`src/rtl/div_pkg.sv`:
```
// div_pkg: shared state encoding, default width and counter sizing for seq_divider.
package div_pkg;
    localparam logic [1:0] IDLE = 2'b00;
    localparam logic [1:0] LOAD = 2'b01;
    localparam logic [1:0] ITER = 2'b10;
    localparam logic [1:0] DONE = 2'b11;
    localparam int DEFAULT_WIDTH = 4;
    function automatic int clog2(input int n);
        int r;
        r = 0;
        while ((1 << r) < n) r++;
        return (r < 1) ? 1 : r;
    endfunction
endpackage

```
`src/rtl/seq_divider_ctrl.sv`:
```
// seq_divider_ctrl: FSM and step counter sequencing the divider datapath.
module seq_divider_ctrl
    import div_pkg::*;
#(
    parameter int WIDTH     = DEFAULT_WIDTH,
    parameter bit ZERO_EXIT = 1'b0
) (
    input  logic clock,
    input  logic reset,
    input  logic start,
    input  logic zero,
    output logic busy,
    output logic done,
    output logic accept,
    output logic load,
    output logic step,
    output logic finish
);
    localparam int CW = clog2(WIDTH);
    logic [1:0]    state, state_nxt;
    logic [CW-1:0] cnt;
    always_ff @(posedge clock or posedge reset) begin
        if (reset) begin
            state <= IDLE;
            cnt   <= '0;
        end else begin
            state <= state_nxt;
            cnt   <= load ? CW'(WIDTH - 1) : step ? cnt - CW'(1) : cnt;
        end
    end
    always_comb begin
        state_nxt = state;
        case (state)
            IDLE:    state_nxt = start ? LOAD : IDLE;
            LOAD:    state_nxt = (ZERO_EXIT && zero) ? DONE : ITER;
            ITER:    state_nxt = (cnt == '0) ? DONE : ITER;
            default: state_nxt = IDLE;
        endcase
    end
    // finish marks the edge entering DONE, where results are captured
    always_comb begin
        busy   = (state == LOAD) || (state == ITER);
        done   = state == DONE;
        accept = (state == IDLE) && start;
        load   = state == LOAD;
        step   = state == ITER;
        finish = state_nxt == DONE;
    end
endmodule

```
`src/rtl/seq_divider.sv`:
```
// seq_divider: sequential unsigned restoring divider with start/done handshake.
// Define SEQ_DIV_ZERO_CHECK_EN for an early zero-divisor exit and div_by_zero flag.
module seq_divider
    import div_pkg::*;
#(
    parameter int WIDTH = DEFAULT_WIDTH
) (
    input  logic             clock,
    input  logic             reset,
    input  logic             start,
    input  logic [WIDTH-1:0] dividend,
    input  logic [WIDTH-1:0] divisor,
    output logic             busy,
    output logic             done,
    output logic [WIDTH-1:0] quotient,
    output logic [WIDTH-1:0] remainder,
    output logic             div_by_zero
);
`ifdef SEQ_DIV_ZERO_CHECK_EN
    localparam bit ZERO_EXIT = 1'b1;
`else
    localparam bit ZERO_EXIT = 1'b0;
`endif
    logic             accept, load, step, finish;
    logic [WIDTH-1:0] r, q, d, q_nxt, r_nxt;
    logic [WIDTH:0]   sh, trial;
    seq_divider_ctrl #(.WIDTH(WIDTH), .ZERO_EXIT(ZERO_EXIT)) u_ctrl (
        .clock  (clock),
        .reset  (reset),
        .start  (start),
        .zero   (d == '0),
        .busy   (busy),
        .done   (done),
        .accept (accept),
        .load   (load),
        .step   (step),
        .finish (finish)
    );
    // R < D always holds between steps, so only the shifted value needs the extra bit
    assign sh    = {r, q[WIDTH-1]};
    assign trial = sh - {1'b0, d};
    assign r_nxt = trial[WIDTH] ? sh[WIDTH-1:0] : trial[WIDTH-1:0];
    assign q_nxt = {q[WIDTH-2:0], ~trial[WIDTH]};
    always_ff @(posedge clock or posedge reset) begin
        if (reset) begin
            r         <= '0;
            q         <= '0;
            d         <= '0;
            quotient  <= '0;
            remainder <= '0;
        end else begin
            if (accept) begin
                q <= dividend;
                d <= divisor;
            end
            if (load) r <= '0;
            if (step) begin
                r <= r_nxt;
                q <= q_nxt;
            end
            if (finish) begin
                quotient  <= step ? q_nxt : '1;
                remainder <= step ? r_nxt : q;
            end
        end
    end
`ifdef SEQ_DIV_ZERO_CHECK_EN
    logic dz;
    always_ff @(posedge clock or posedge reset) begin
        if (reset) dz <= 1'b0;
        else if (finish) dz <= !step;
    end
    assign div_by_zero = dz;
`else
    assign div_by_zero = 1'b0;
`endif
endmodule
```
`config.mk`:
```
export PLATFORM = sky130hd
export DESIGN_NAME = seq_divider
export DESIGN_NICKNAME = d
export VERILOG_FILES = /design/src/rtl/div_pkg.sv /design/src/rtl/seq_divider_ctrl.sv /design/src/rtl/seq_divider.sv
export SDC_FILE = /design/constraint.sdc
export NUM_CORES = 1
export LEC_CHECK = 0
export BUFFER_PORTS_ARGS = -buffer_cell sky130_fd_sc_hd__buf_2
export CAP_MARGIN = 20
export CORE_MARGIN = 1.5
export CORE_UTILIZATION = 40
export CTS_BUF_LIST = sky130_fd_sc_hd__clkbuf_4 sky130_fd_sc_hd__clkbuf_8
export DETAILED_ROUTE_END_ITERATION = 8
export GPL_TIMING_DRIVEN = 1
export PLACE_DENSITY_LB_ADDON = 0.25
export SLEW_MARGIN = 5
export SYNTH_ARGS = -nofsm -noshare
export SYNTH_HDL_FRONTEND = slang
export SYNTH_SLANG_ARGS = --single-unit
```
`constraint.sdc`:
```
create_clock -name clock -period 2.4 [get_ports clock]
set_input_delay 0.72 -clock clock [delete_from_list [all_inputs] [get_ports clock]]
set_output_delay 0.72 -clock clock [all_outputs]
set_load 0.01 [all_outputs]
```
==> results_dict.tcl, run 1 <==
set metrics [dict create \
    r2r-end "remainder[1]" \
    nets 183 \
    finalSetupTns_ps 0 \
    drc 0 \
    grt_pass1_vias 905 \
    core_area_sq_um 3310 \
    crit_type "register to register" \
    internal-power_w 0.00132 \
    layout_worst_path_cycle_share_pct 93.5 \
    hpwl_microns 1920 \
    antenna_found_initial 0 \
    finalCriticalPeriod_ps 2240 \
    antenna_left 0 \
    r2r_slack_ps 160 \
    rows 21 \
    grt_pass1_wl_microns 4120 \
    maxCapViolations 0 \
    clkTransAtPathRegs_ps 140 \
    hold_class "input pin to asynchronous set/reset pin" \
    synthArstFlopShare_pct 100 \
    grt_start_max_net_pins 27 \
    synth_flop_cell "dfrtp_1" \
    finClkSkew_ps 6.89 \
    grt_use_total_pct 14.7 \
    die-area_sq_um 3770 \
    ir_worst_vdd_mv 0.719 \
    final_layout_size_suffix_gt1_share_pct 23.6 \
    antenna_cells 0 \
    dp_cells 202 \
    m1WireLength_microns 1250 \
    cp_max_fo 8 \
    ys_top_cells_by_count "dfrtp_1 (24), inv_1 (15), nor2_1 (13)" \
    drtIter0Drc 64 \
    setup_viol 0 \
    ys_types 35 \
    wl_per_cell_microns 12.5 \
    num_io_pins 22 \
    cp-startpoint "q[3]" \
    r2r_cells 8 \
    first_pass_iters 4 \
    synthMostInstantiatedCell "dfrtp_1" \
    combPwrFrac_pct 55.0 \
    p_sw_w 0.000959 \
    p_per_area_nw_per_um2 1440 \
    cts_buffers 3 \
    final_cells 207 \
    met2_length_microns 1240 \
    startpoint_type "register" \
    viasPerCell 5.03 \
    die-width_microns 61.4 \
    io_buffers 20 \
    worst_hold_slack_ps 414 \
    topRoutingLayerUsed "met4" \
    wl_met3_microns 67 \
    synth_area_per_cell_sq_um 9.82 \
    cts-root-buf "clkbuf_4" \
    outcome "completed" \
    h-tree-depth 1 \
    required_ps 2670 \
    end_kind "register" \
    ys_ff_latch 24 \
    clock_sinks 24 \
    crit_chain "inv_1, ha_1, fa_1, nand2b_1, o2bb2ai_2, or4b_1, o211ai_2, o22a_1" \
    cts-hold-fix-buffers 0 \
    max_stage_delay_ps 520 \
    synth_edf_count 0 \
    syn_inst 139 \
    dr_total_vias 1041 \
    ys_top_cells_by_area "dfrtp_1 (44%), ha_1 (8.2%), inv_1 (4.1%), nor2_1 (3.6%), o21ai_0 (3.3%)" \
    synth_warnings 0 \
    rsz0062_at_grt "false" \
    yosys.area.top_type "dfrtp_1" \
    crit_slowest_cell "or4b_1" \
    area_growth_pct 16.1 \
    power_leakage_nw 0.749 \
    max_freq_mhz 445 \
    gp_congestion 0.821 \
    initial_utilization_pct 41.2 \
    synth_top_area_share_pct 44.0 \
    hold_violations 0 \
    clk_path_buf_depth 2 \
    cts_tree "yes" \
    p_clk_share_pct 13.0 \
    routed_wl_microns 2590 \
    switching_share_pct 42.1 \
    synth-seq-area-share_pct 44.0 \
    synth_area_sq_um 1370 \
    crit_arrival_ps 2520 \
    slew_viol_final 0 \
    r2r_start "q[3]" \
    syn_nets 160 \
    p_seq_share_pct 32.0 \
    grt_overflow 0 \
    die_y_microns 61.4 \
    clkLatencyLatePin_ps 320 \
    p_total_w 0.00228 \
]
-- power by group through the flow --
stage	Combinational, W	Sequential, W	Clock, W
floorplan	0.000931	0.000731	0
CTS	0.00124	0.000730	0.000305
global route	0.00143	0.000751	0.000325
finish	0.00125	0.000728	0.000297
detailed placement	0.00123	0.000740	0
global placement	0.00122	0.000734	0
-- layout make-up --
class,count,area [sq um]
clock inverter,1,30.0
timing repair buffer,25,138
clock buffer,3,22.5
tap,46,57.6
multi-input combinational,93,681
inverter,15,56.3
fill,336,1730
sequential,24,601
-- layout by cell type (no fill, tap or decap), types with 2 or more instances in the layout --
cell type,count
mux2_2,4
a211oi_1,4
clkbuf_4,3
nand2b_1,2
a31oi_1,2
nand3b_1,4
o32a_1,2
inv_1,15
mux2i_1,3
ha_1,9
buf_4,5
nor2b_1,4
nor2_1,13
o21ai_0,9
and3_1,4
nand3_1,4
buf_2,20
nand2_1,5
a21oi_1,8
dfrtp_1,24
-- layer usage --
metal	up-vias	GRT usage (%)
met4	0	5.47
li1	519	-
met5	-	0
met1	504	20.6
met3	4	2.52
met2	14	22.9
-- per-stage QoR --
step	setup slack (ps)	area (sq um)	utilization [%]
final	155	1590	47.9
after floorplan	263	1370	-
after detailed placement	133	1520	45.8
after CTS	109	1570	47.4
after global placement	205	1520	45.8
after global routing	5.58	1590	47.9
-- state kept, by name, summed over array words and instances, names as in the netlist --
register	cells
quotient	4
q	4
remainder	4
r	4
u_ctrl.cnt	2
u_ctrl.state	2
d	4
-- what timing repair did --
item / in CTS / in global routing
endpoints found under the setup margin: 0 / 3
buffers inserted: 0 / 1
resized for setup: 0 / 1
-- worst max-delay path: cells and delay by family (launching register included) --
family | cells | cell delay, ps
flops | 1 | 380
compound gates | 3 | 470
simple gates | 2 | 700
fa+ha+maj | 2 | 610
buf+inv | 1 | 50
-- logic make-up after synthesis --
logic type      Yosys count  synth area share [%]
mux                       8                  6.32
other cells               1                 0.275
flops                    24                  44.0
simple gates             38                  14.4
buf+inv                  22                  6.69
xor+xnor                  3                  1.93
compound gates           33                  16.7
fa+ha+maj                10                  9.72
-- worst max path at each step --
stage | to | slack [ps]
floorplan | remainder[1] | 260
global placement | remainder[1] | 210
detailed placement | remainder[1] | 130
CTS | r[1] | 110
global route | r[1] | 6
finish | remainder[1] | 160
Power figures use the tool's default switching activity.
==> run 2: changes to the inputs <==
- CELL_PAD_IN_SITES_DETAIL_PLACEMENT: unset -> 1
- CELL_PAD_IN_SITES_GLOBAL_PLACEMENT: unset -> 1
- clock period: 2.4 -> 2.7 ns (I/O delays scaled with it)
==> run 2 against run 1 <==
Fmax is 4.5% lower. Sequential share of layout area grew 1.1 points. Register-to-register slack better by 190 ps. Critical path type unchanged. Largest cell class unchanged. Highest routed layer unchanged.
==> results_dict.tcl, run 2 (synthesized netlist as in run 1, its figures left out) <==
set metrics [dict create \
    grt_use_total_pct 19.8 \
    outcome "completed" \
    cts-root-buf "clkbuf_4" \
    area_growth_pct 12.8 \
    required_ps 2960 \
    finalCriticalPeriod_ps 2350 \
    setup_viol 0 \
    worst_hold_slack_ps 482 \
    wl_per_cell_microns 15.8 \
    maxCapViolations 0 \
    gp_congestion 0.812 \
    drtIter0Drc 32 \
    r2r-end "remainder[1]" \
    finClkSkew_ps 2.97 \
    max_stage_delay_ps 520 \
    hold_start "u_ctrl.cnt[0]" \
    io_buffers 20 \
    rows 21 \
    p_per_area_nw_per_um2 1280 \
    ir_worst_vdd_mv 0.522 \
    finalSetupTns_ps 0 \
    min_to "u_ctrl.cnt[0]" \
    cp_top_family "simple AND/OR/NAND/NOR gates" \
    hold_class "register to register" \
    layout_worst_path_cycle_share_pct 87.1 \
    slew_viol_final 0 \
    end_kind "register" \
    clk_path_buf_depth 2 \
    nets 182 \
    grt_overflow 0 \
    post_cts_buffers 0 \
    grt_pass1_vias 1164 \
    viasPerCell 5.27 \
    max_freq_mhz 425 \
    initial_utilization_pct 41.2 \
    die_y_microns 61.4 \
    r2r_slack_ps 350 \
    cts_tree "yes" \
    crit_slowest_cell "or4b_1" \
    cts-hold-fix-buffers 0 \
    die-width_microns 61.4 \
    clkLatencyLatePin_ps 310 \
    antenna_found_initial 0 \
    crit_arrival_ps 2610 \
    antenna_cells 0 \
    r2r_cells 8 \
    h-tree-depth 1 \
    ctsResizeCount 0 \
    final_layout_size_suffix_gt1_share_pct 22.0 \
    core_area_sq_um 3310 \
    crit_chain "inv_1, ha_1, fa_1, nand2b_1, o2bb2ai_2, or4b_1, o211ai_2, o22a_1" \
    rsz0062_at_grt "false" \
    power_leakage_nw 0.729 \
    clkTransAtPathRegs_ps 130 \
    routed_wl_microns 3250 \
    r2r_start "q[3]" \
    grt_pass1_wl_microns 5410 \
    crit_type "register to register" \
    grt_start_max_net_pins 27 \
    dr_total_vias 1080 \
    final_common_cell "dfrtp_1" \
    cp_max_fo 8 \
    antenna_left 0 \
    hpwl_microns 2440 \
    die-area_sq_um 3770 \
    drc 0 \
    clock_sinks 24 \
    first_pass_iters 4 \
    holdPathStages 1 \
    cts_buffers 3 \
    final_cell_mix "dfrtp_1 (24), buf_2 (20), inv_1 (15), nor2_1 (13)" \
    startpoint_type "register" \
    num_io_pins 22 \
    hold_violations 0 \
    cp.buffers_inverters 1 \
]
-- run 2: cell count changes in the layout (fill, tap and decap cells not counted) --
cell       before  now
buf_4           5    4
bufinv_16       1    0
xor2_1          1    2
xor2_2          1    0
-- run 2: final cells by class --
class / instances / area [sq um]
Clock buffer: 3 / 22.5
Tap cell: 46 / 57.6
Timing Repair Buffer: 24 / 130
Fill cell: 420 / 1770
Inverter: 15 / 56.3
Sequential cell: 24 / 601
Multi-Input combinational cell: 93 / 673
-- run 2: worst max path at each step --
stage / startpoint / endpoint / slack (ps) / cells after the start
3_3_place_gp: q[3] / remainder[1] / 500 / 8
4_1_cts: q[3] / remainder[1] / 350 / 8
2_1_floorplan: q[3] / remainder[1] / 560 / 8
3_5_place_dp: q[3] / remainder[1] / 400 / 8
5_1_grt: q[3] / remainder[3] / 200 / 8
6_report: q[3] / remainder[1] / 350 / 8
-- run 2: metal layers --
| metal | track usage (%) | wire (microns) |
|---|---|---|
| met5 | 0 | 0 |
| met1 | 25.0 | 1490 |
| met4 | 4.56 | 23 |
| met3 | 2.52 | 48 |
| met2 | 35.9 | 1680 |
-- run 2: worst register-to-register path, cell delays in order, from the launching register on --
cell       delay, ps
dfrtp_1          450
inv_1             70
ha_1             220
fa_1             400
nand2b_1         180
o2bb2ai_2        210
or4b_1           520
o211ai_2         100
o22a_1           160
-- run 2: metrics by stage --
stage               worst slack [ps]  total power (W)  std cells  cell area [sq um]  utilization (%)
floorplan                        563          0.00148        139               1370                -
global placement                 496          0.00175        202               1520             45.8
detailed placement               395          0.00182        202               1520             45.8
CTS                              351          0.00200        205               1540             46.5
global route                     201          0.00217        205               1540             46.5
finish                           348          0.00197        205               1540             46.5
-- run 2: where the power goes --
part | internal (W) | switching (W) | leakage, nW
clock network | 0.0000521 | 0.000107 | 0.0138
logic | 0.000485 | 0.000657 | 0.439
registers | 0.000529 | 0.000139 | 0.276
==> run 3: changes to the inputs <==
- CTS_BUF_LIST: sky130_fd_sc_hd__clkbuf_4 sky130_fd_sc_hd__clkbuf_8 -> sky130_fd_sc_hd__clkbuf_2
==> run 3 against run 2 <==
Die area is the same. Combinational power is essentially flat. Critical path depth is the same. Clock-buffer cell count is the same. Sequential cell count is the same. Critical endpoint unchanged. Highest routed layer unchanged.
==> results_dict.tcl, run 3 (synthesized netlist as in run 1, its figures left out) <==
set metrics [dict create \
    outcome "completed" \
    crit_type "register to register" \
    antenna_left 0 \
    viasPerCell 5.24 \
    hpwl_microns 2440 \
    rows 21 \
    post_cts_buffers 0 \
    slew_viol_final 0 \
    finalCriticalPeriod_ps 2350 \
    pre_cts_ws_ps 395 \
    final_layout_size_suffix_gt1_share_pct 22.0 \
    place_area_sq_um 1520 \
    final_cell_mix "dfrtp_1 (24), buf_2 (20), inv_1 (15), nor2_1 (13)" \
    core_area_sq_um 3310 \
    grt_use_total_pct 19.6 \
    max_freq_mhz 426 \
    wl_met3_microns 67 \
    clock_sinks 24 \
    fin_ws_ps 352 \
    cts-hold-fix-buffers 0 \
    r2r_slack_ps 350 \
    required_ps 3020 \
    rsz0062_at_grt "false" \
    wl_per_cell_microns 15.6 \
    cts-root-buf "clkbuf_2" \
    drc 0 \
    first_pass_iters 4 \
    antenna_found_initial 0 \
    layout_worst_path_cycle_share_pct 87.0 \
    cts_tree "yes" \
    dr_total_vias 1075 \
    ctsResizeCount 0 \
    clkLatencyLatePin_ps 350 \
    p_per_area_nw_per_um2 1270 \
    final_cells 205 \
    num_io_pins 22 \
    finClkSkew_ps 9.64 \
    end_kind "register" \
    cp_max_fo 8 \
    die_y_microns 61.4 \
    routed_wl_microns 3190 \
    grt_start_max_net_pins 27 \
    nets 182 \
    m1WireLength_microns 1420 \
    antenna_cells 0 \
    finalSetupTns_ps 0 \
    final_common_cell "dfrtp_1" \
    clk_path_buf_depth 2 \
    setup_viol 0 \
    utilization_pct 46.3 \
    r2r_start "q[3]" \
    grt_pass1_vias 1158 \
    dp_cells 202 \
    grt_overflow 0 \
    power_leakage_nw 0.728 \
    h-tree-depth 1 \
    startpoint_type "register" \
    stdcell_area_sq_um 1530 \
    crit_arrival_ps 2670 \
    io_buffers 20 \
    r2r_cells 8 \
    die-area_sq_um 3770 \
    met2_length_microns 1660 \
    filler_cell_count 416 \
    grt_pass1_wl_microns 5320 \
    drtIter0Drc 35 \
    die-width_microns 61.4 \
    hold_class "input pin to asynchronous set/reset pin" \
    gp_congestion 0.812 \
    area_growth_pct 12.3 \
    clkTransAtPathRegs_ps 230 \
    maxCapViolations 0 \
    ir_worst_vdd_mv 0.512 \
    hold_violations 0 \
    topRoutingLayerUsed "met4" \
    initial_utilization_pct 41.2 \
    r2r-end "remainder[1]" \
    cts_buffers 3 \
]
## run 3: final cells by class
type	instances	area (sq um)	area share, %
Multi-Input combinational cell	93	673	43.9
Inverter	15	56.3	3.67
Sequential cell	24	601	39.2
Clock buffer	3	15.0	0.980
Timing Repair Buffer	24	130	8.49
Tap cell	46	57.6	3.76
## run 3: how the worst max path moves through the flow
stage / endpoint / slack (ps) / cells past startpoint / startpoint
final: remainder[1] / 350 / 8 / q[3]
after CTS: remainder[1] / 330 / 8 / q[3]
after global routing: remainder[3] / 180 / 8 / q[3]
after detailed placement: remainder[1] / 400 / 8 / q[3]
after floorplan: remainder[1] / 560 / 8 / q[3]
after global placement: remainder[1] / 500 / 8 / q[3]
## run 3: power breakdown
part,switching [W],internal (W)
clock,0.000110,0.0000302
combinational,0.000649,0.000484
sequential,0.000138,0.000528
## run 3: metal layers
metal	vias to the layer above	GRT usage [%]
met5	-	0
met4	0	6.38
met3	5	2.52
met2	15	34.5
met1	540	24.9
li1	515	-
## run 3: worst max-delay path, cell delays in order, from the launching register on
cell       delay, ps
dfrtp_1          470
inv_1             60
ha_1             220
fa_1             400
nand2b_1         180
o2bb2ai_2        210
or4b_1           520
o211ai_2         100
o22a_1           160
## run 3: stage by stage
step	hold slack, ps	total power (W)
after floorplan	440	0.00148
after global placement	459	0.00175
after detailed placement	471	0.00182
after CTS	469	0.00197
after global routing	493	0.00214
final	455	0.00194
